$ cat src/rtl/puf_crp_sequencer.sv
// puf_crp_sequencer: walks an LFSR challenge sequence through a 32-bit arbiter PUF and emits one (challenge, response) pair per step.
// Latency: LOAD->OUT is 4+SETTLE_CYC cycles per pair, or 3*SETTLE_CYC+8 when PUF_MAJORITY_VOTE_EN votes three evaluations.
// Backpressure: OUT holds resp_valid/resp_data/resp_chal and c_bits until resp_ready; no PUF activity while stalled.
module puf_crp_sequencer #(
    parameter int unsigned NUM_CRP    = 16,
    parameter int unsigned SETTLE_CYC = 4
) (
    input  logic        clk,
    input  logic        rst,
    input  logic        start,
    input  logic [31:0] seed,
    output logic [31:0] c_bits,
    output logic        puf_en,
    input  logic [31:0] puf_resp,
    output logic [31:0] resp_data,
    output logic [31:0] resp_chal,
    output logic        resp_valid,
    input  logic        resp_ready,
    output logic        busy,
    output logic        done
);

    typedef enum logic [2:0] {
        S_IDLE,
        S_LOAD,
        S_EXCITE,
        S_SETTLE,
        S_SAMPLE,
        S_VOTE,
        S_OUT,
        S_DONE
    } state_t;

    // Settle down-counter only needs to hold SETTLE_CYC-1
    localparam int SW = (SETTLE_CYC > 1) ? $clog2(SETTLE_CYC) : 1;
    localparam logic [SW-1:0] SETTLE_LAST = SW'(SETTLE_CYC - 1);
    localparam logic [15:0]   CRP_LAST    = 16'(NUM_CRP - 1);

`ifdef PUF_MAJORITY_VOTE_EN
    localparam logic [1:0] EVALS = 2'd3;
`else
    localparam logic [1:0] EVALS = 2'd1;
`endif

    state_t        state_q;
    logic [31:0]   chal_q;
    logic [31:0]   resp_data_q;
    logic [31:0]   resp_chal_q;
    logic [15:0]   crp_cnt_q;
    logic [1:0]    eval_cnt_q;
    logic [SW-1:0] settle_cnt_q;
    logic [31:0]   samp0_q;
`ifdef PUF_MAJORITY_VOTE_EN
    logic [31:0]   samp1_q;
    logic [31:0]   samp2_q;
`endif
    logic          puf_en_q;
    logic          resp_valid_q;
    logic          busy_q;
    logic          done_q;

    logic [31:0]   lfsr_d;
    logic [31:0]   seed_d;
    logic [31:0]   vote_d;
    logic [1:0]    eval_inc_d;

    // x^32+x^22+x^2+x+1 Fibonacci step; maximal length, so a nonzero state never maps to zero
    assign lfsr_d     = {chal_q[30:0], chal_q[31] ^ chal_q[21] ^ chal_q[1] ^ chal_q[0]};
    // All-zero is the LFSR lock-up state, so a zero seed is promoted to 1
    assign seed_d     = (seed == 32'd0) ? 32'd1 : seed;
    assign eval_inc_d = eval_cnt_q + 2'd1;

`ifdef PUF_MAJORITY_VOTE_EN
    assign vote_d = (samp0_q & samp1_q) | (samp0_q & samp2_q) | (samp1_q & samp2_q);
`else
    assign vote_d = samp0_q;
`endif

    // Sequencer FSM; every output is a register updated on the transition into the state that owns it
    always_ff @(posedge clk or negedge rst) begin
        if (!rst) begin
            state_q      <= S_IDLE;
            chal_q       <= 32'd0;
            resp_data_q  <= 32'd0;
            resp_chal_q  <= 32'd0;
            crp_cnt_q    <= 16'd0;
            eval_cnt_q   <= 2'd0;
            settle_cnt_q <= '0;
            samp0_q      <= 32'd0;
`ifdef PUF_MAJORITY_VOTE_EN
            samp1_q      <= 32'd0;
            samp2_q      <= 32'd0;
`endif
            puf_en_q     <= 1'b0;
            resp_valid_q <= 1'b0;
            busy_q       <= 1'b0;
            done_q       <= 1'b0;
        end else begin
            case (state_q)
                S_IDLE: begin
                    if (start) begin
                        chal_q    <= seed_d;
                        crp_cnt_q <= 16'd0;
                        busy_q    <= 1'b1;
                        state_q   <= S_LOAD;
                    end
                end
                S_LOAD: begin
                    eval_cnt_q <= 2'd0;
                    puf_en_q   <= 1'b1;
                    state_q    <= S_EXCITE;
                end
                S_EXCITE: begin
                    puf_en_q     <= 1'b0;
                    settle_cnt_q <= SETTLE_LAST;
                    state_q      <= S_SETTLE;
                end
                S_SETTLE: begin
                    if (settle_cnt_q == '0) begin
                        state_q <= S_SAMPLE;
                    end else begin
                        settle_cnt_q <= settle_cnt_q - 1'b1;
                    end
                end
                S_SAMPLE: begin
`ifdef PUF_MAJORITY_VOTE_EN
                    case (eval_cnt_q)
                        2'd0:    samp0_q <= puf_resp;
                        2'd1:    samp1_q <= puf_resp;
                        default: samp2_q <= puf_resp;
                    endcase
`else
                    samp0_q <= puf_resp;
`endif
                    eval_cnt_q <= eval_inc_d;
                    if (eval_inc_d < EVALS) begin
                        puf_en_q <= 1'b1;
                        state_q  <= S_EXCITE;
                    end else begin
                        state_q  <= S_VOTE;
                    end
                end
                S_VOTE: begin
                    resp_data_q  <= vote_d;
                    resp_chal_q  <= chal_q;
                    resp_valid_q <= 1'b1;
                    state_q      <= S_OUT;
                end
                S_OUT: begin
                    if (resp_ready) begin
                        resp_valid_q <= 1'b0;
                        if (crp_cnt_q == CRP_LAST) begin
                            done_q  <= 1'b1;
                            state_q <= S_DONE;
                        end else begin
                            crp_cnt_q <= crp_cnt_q + 16'd1;
                            chal_q    <= lfsr_d;
                            state_q   <= S_LOAD;
                        end
                    end
                end
                S_DONE: begin
                    done_q  <= 1'b0;
                    busy_q  <= 1'b0;
                    state_q <= S_IDLE;
                end
                default: begin
                    state_q <= S_IDLE;
                end
            endcase
        end
    end

    // The challenge register drives the PUF directly, so it is stable from LOAD through OUT
    assign c_bits     = chal_q;
    assign puf_en     = puf_en_q;
    assign resp_data  = resp_data_q;
    assign resp_chal  = resp_chal_q;
    assign resp_valid = resp_valid_q;
    assign busy       = busy_q;
    assign done       = done_q;

endmodule
$ cat config.mk
export PLATFORM = sky130hd
export DESIGN_NAME = puf_crp_sequencer
export DESIGN_NICKNAME = d
export VERILOG_FILES = /design/src/rtl/puf_crp_sequencer.sv
export SDC_FILE = /design/constraint.sdc
export NUM_CORES = 1
export LEC_CHECK = 0
export BUFFER_PORTS_ARGS = -buffer_cell sky130_fd_sc_hd__buf_2
export CAP_MARGIN = 10
export CORE_MARGIN = 2
export CORE_UTILIZATION = 28
export DETAILED_ROUTE_END_ITERATION = 12
export HOLD_SLACK_MARGIN = 0.1
export MAX_ROUTING_LAYER = met4
export PLACE_DENSITY = 0.56
export SLEW_MARGIN = 20
export SYNTH_ARGS = -nofsm -noshare
export SYNTH_HDL_FRONTEND = slang
export SYNTH_SLANG_ARGS = --single-unit
$ cat constraint.sdc
create_clock -name clk -period 2.3 [get_ports clk]
set_input_delay 0.23 -clock clk [delete_from_list [all_inputs] [get_ports clk]]
set_output_delay 0.23 -clock clk [all_outputs]
set_load 0.005 [all_outputs]
==> summary.txt <==
Drt
  – DR WL/cell: 14.72 um
  – Remaining antenna violation count: 0
  – DRC errors left: 0
  – Routed WL: 15,780 um
  – Routed vias/inst: 4.520
  – Initial DRC Count: 166
  – First-pass iteration count of the detailed router: 4
  – Via count: 4,845

GRT
  – Initial antenna violation count: 0
  – GR Overflow Total: 0
  – Vias in the first global route: 4,938
  – GRT Total Usage: 13.44%
  – Largest net degree at the start of global routing: 53
  – Global-route wire length before repair: 25,810 um
  – Layer carrying the most global-route usage: met2
  – GR Layer Usage met3: 3.048%
  – Met1 Usage GRT: 17.76%
  – M2 GR Usage: 20.58%

Critical path
  – Most frequent CP cell: buf_12
  – CP Data Required Time: 2.59 ns
  – Slowest CP cell: dfrtp_1
  – Critical path cell sequence: nor4_1, nand4_2, a31oi_4, buf_12, buf_12, o21ai_0
  – CP arrival: 2.36 ns
  – Worst path bufs/invs: 2
  – CP Class: flop to flop
  – CP peak stage delay: 0.42 ns
  – Kind of end point of the critical path: flop
  – Crit path max fanout: 46
  – Crit-path leading delay family: simple AND/OR/NAND/NOR gates
  – Startpoint types: flop

Min path
  – Min-delay worst type: input pin to flop

Placement
  – Buffers added on ports: 167
  – GP Congestion: 0.7870
  – Hpwl dp: 10,880 um
  – Placed Cells: 1,006

STA
  – Final hold violations: 0
  – Final setup vio count: 0
  – Slew Limit Fails: 0
  – Clock Skews: 0.01051 ns
  – RSZ-0062 raised after global routing: no
  – Final setup TNS: 0 ns
  – Highest clock rate: 481.9 MHz
  – Fin crit share: 90.22%
  – Slew headroom: 57.07%
  – Hold WS: 0.1228 ns
  – Minimum clock period: 2.075 ns
  – Worst slew pin tran: 0.6381 ns

Clock network
  – CTS clk-pin slew, worst paths: 0.07 ns
  – CTS root buffer: clkbuf_16
  – CTS resizes: 0
  – Clock Latency Late Sink: 0.41 ns
  – # Post-CTS Setup Buffers: 0
  – CTS Hold Bufs: 35
  – Clock Sinks: 155
  – CTS tree: done
  – TritonCTS Buffers: 17
  – H-tree Lvls: 4
  – Clk buf depth: 2

Die
  – Core Box Area: 23,400 um^2
  – Die Span Y: 158.3 um
  – Die Area: 25,060 um^2
  – Initial core utilization: 28.49%
  – I/O pin count: 168
  – Num rows: 56
  – Die width: 158.3 um

Synthesis
  – Synthesized area: 6666 um^2
  – Sequential area share after synthesis: 58.18%
  – Post-synth cell types: 39
  – Post-synthesis area per instance: 12.46 um^2
  – Asr flop ratio synth: 100.0%
  – Top_reg_cell synth: dfrtp_1
  – Syn_nets: 606
  – Number of synthesized register bits: 155
  – Cell count after synthesis: 535
  – Yosys warnings: 0
  – Post-synth EDFFs: 0

Power
  – Power per cell area: 1136 nW/um^2
  – Worst vdd ir: 0.5049 mV
  – Leakage: 4.352 nW

Cells and area
  – Layout Cells excl Fill: 1,072
  – Final Net Count: 812
  – Fraction of layout cells with a size suffix above 1: 42.23%
  – Most frequent cells in the layout: 166 x buf_2, 155 x dfrtp_1, 98 x mux2_2
  – Commonest non-fill, non-tap cell in the layout: buf_2
  – Synth-to-layout area growth: 33.97%
  – Antenna cells: 0
  – Fill cell count: 2,323

Flow run
  – Max-cap check violation count: 0

Outcome
  – Run status: complete, no violations
-- registers in the layout, indices dropped and copies added, names as in the netlist --
name	count
busy	1
c_bits	32
crp_cnt_q	16
done	1
eval_cnt_q	2
puf_en	1
resp_chal	32
resp_data	32
resp_valid	1
samp0_q	32
settle_cnt_q	2
state_q	3
-- area by class of cell --
class | instances | area [um^2] | area share (%)
inverters | 2 | 7.507 | 0.08406
multi-input cells | 346 | 2610 | 29.22
clock buffers | 18 | 429.2 | 4.805
clock inverters | 13 | 211.5 | 2.368
well taps | 319 | 399.1 | 4.469
flip-flops and latches | 155 | 3879 | 43.43
repair buffers | 219 | 1395 | 15.62
-- worst min-delay path, cell delays in order --
cell	delay, ns
buf_2	0.09
mux2i_1	0.06
o21ai_0	0.12
-- routing by layer --
layer | vias up | wire [um] | share of wire [%]
li1 | 2335 | - | -
met1 | 2384 | 7561 | 48
met2 | 114 | 7377 | 47
met3 | 12 | 631 | 4.0
met4 | 0 | 212 | 1.3
met5 | - | 0 | 0
-- logic make-up (layout without fill, tap and decap cells) --
group           count (synthesis)  in the layout  synth area share [%]
mux                           129            129                 21.21
simple gates                  118            118                 8.615
xor+xnor                        3              3                0.3942
compound gates                 93             93                 8.127
fa+ha+maj                       3              3                0.5631
buf+inv                        34            252                 2.909
flops                         155            155                 58.18
-- final timing paths --
check	from	to	slack (ns)	depth (start not counted)
max in group asynchronous	rst	resp_data[14]$_DFFE_PN0P_	1.32	3
hold reg to reg	crp_cnt_q[15]$_DFFE_PN0P_	crp_cnt_q[15]$_DFFE_PN0P_	0.49	1
setup / recovery	crp_cnt_q[12]$_DFFE_PN0P_	c_bits[31]$_DFFE_PN0P_	0.23	6
hold / removal	seed[23]	c_bits[23]$_DFFE_PN0P_	0.12	3
setup reg to reg	crp_cnt_q[12]$_DFFE_PN0P_	c_bits[31]$_DFFE_PN0P_	0.23	6
min in group asynchronous	rst	resp_chal[24]$_DFFE_PN0P_	0.31	2
-- power breakdown --
part	switching (mW)	leakage (nW)	total [mW]	internal [mW]
Sequential	0.697	2.03	4.41	3.71
Clock	1.15	0.312	3.08	1.94
Combinational	1.15	2.01	2.65	1.50
Total	3.00	4.35	10.1	7.15
-- stage by stage --
stage	total power, mW	utilization (%)	cell area [um^2]	worst slack (ns)
2_1_floorplan	5.800	-	6666	0.5546
3_3_place_gp	7.066	33.93	7940	0.3071
3_5_place_dp	7.117	33.93	7940	0.2415
4_1_cts	10.30	38.16	8931	0.2100
5_1_grt	10.85	38.16	8931	0.05214
6_report	10.14	38.16	8931	0.2251
-- cells in the mapped netlist (2+ instances only) --
master / number / area, um^2
buf_4: 2 / 15.01
xnor2_1: 2 / 17.52
buf_6: 5 / 56.30
nand2b_1: 5 / 31.28
clkbuf_1: 8 / 30.03
a31oi_1: 7 / 43.79
nand3_1: 8 / 40.04
o31ai_1: 7 / 52.55
buf_2: 17 / 85.08
ha_1: 3 / 37.54
nand3b_1: 2 / 15.01
nor2_1: 19 / 71.32
mux2_2: 98 / 1104
nor4_1: 10 / 62.56
o21ai_1: 6 / 30.03
nor3_1: 5 / 25.02
a21oi_1: 7 / 35.03
a22o_1: 2 / 17.52
a21o_1: 2 / 15.01
dfrtp_1: 155 / 3879
inv_1: 2 / 7.510
o21ai_0: 54 / 270.3
o41ai_1: 3 / 26.28
nand4_1: 6 / 37.54
nor2b_1: 7 / 43.79
and3_1: 3 / 18.77
mux2i_1: 31 / 310.3
nand2_1: 48 / 180.2
Power figures use the tool's default switching activity.
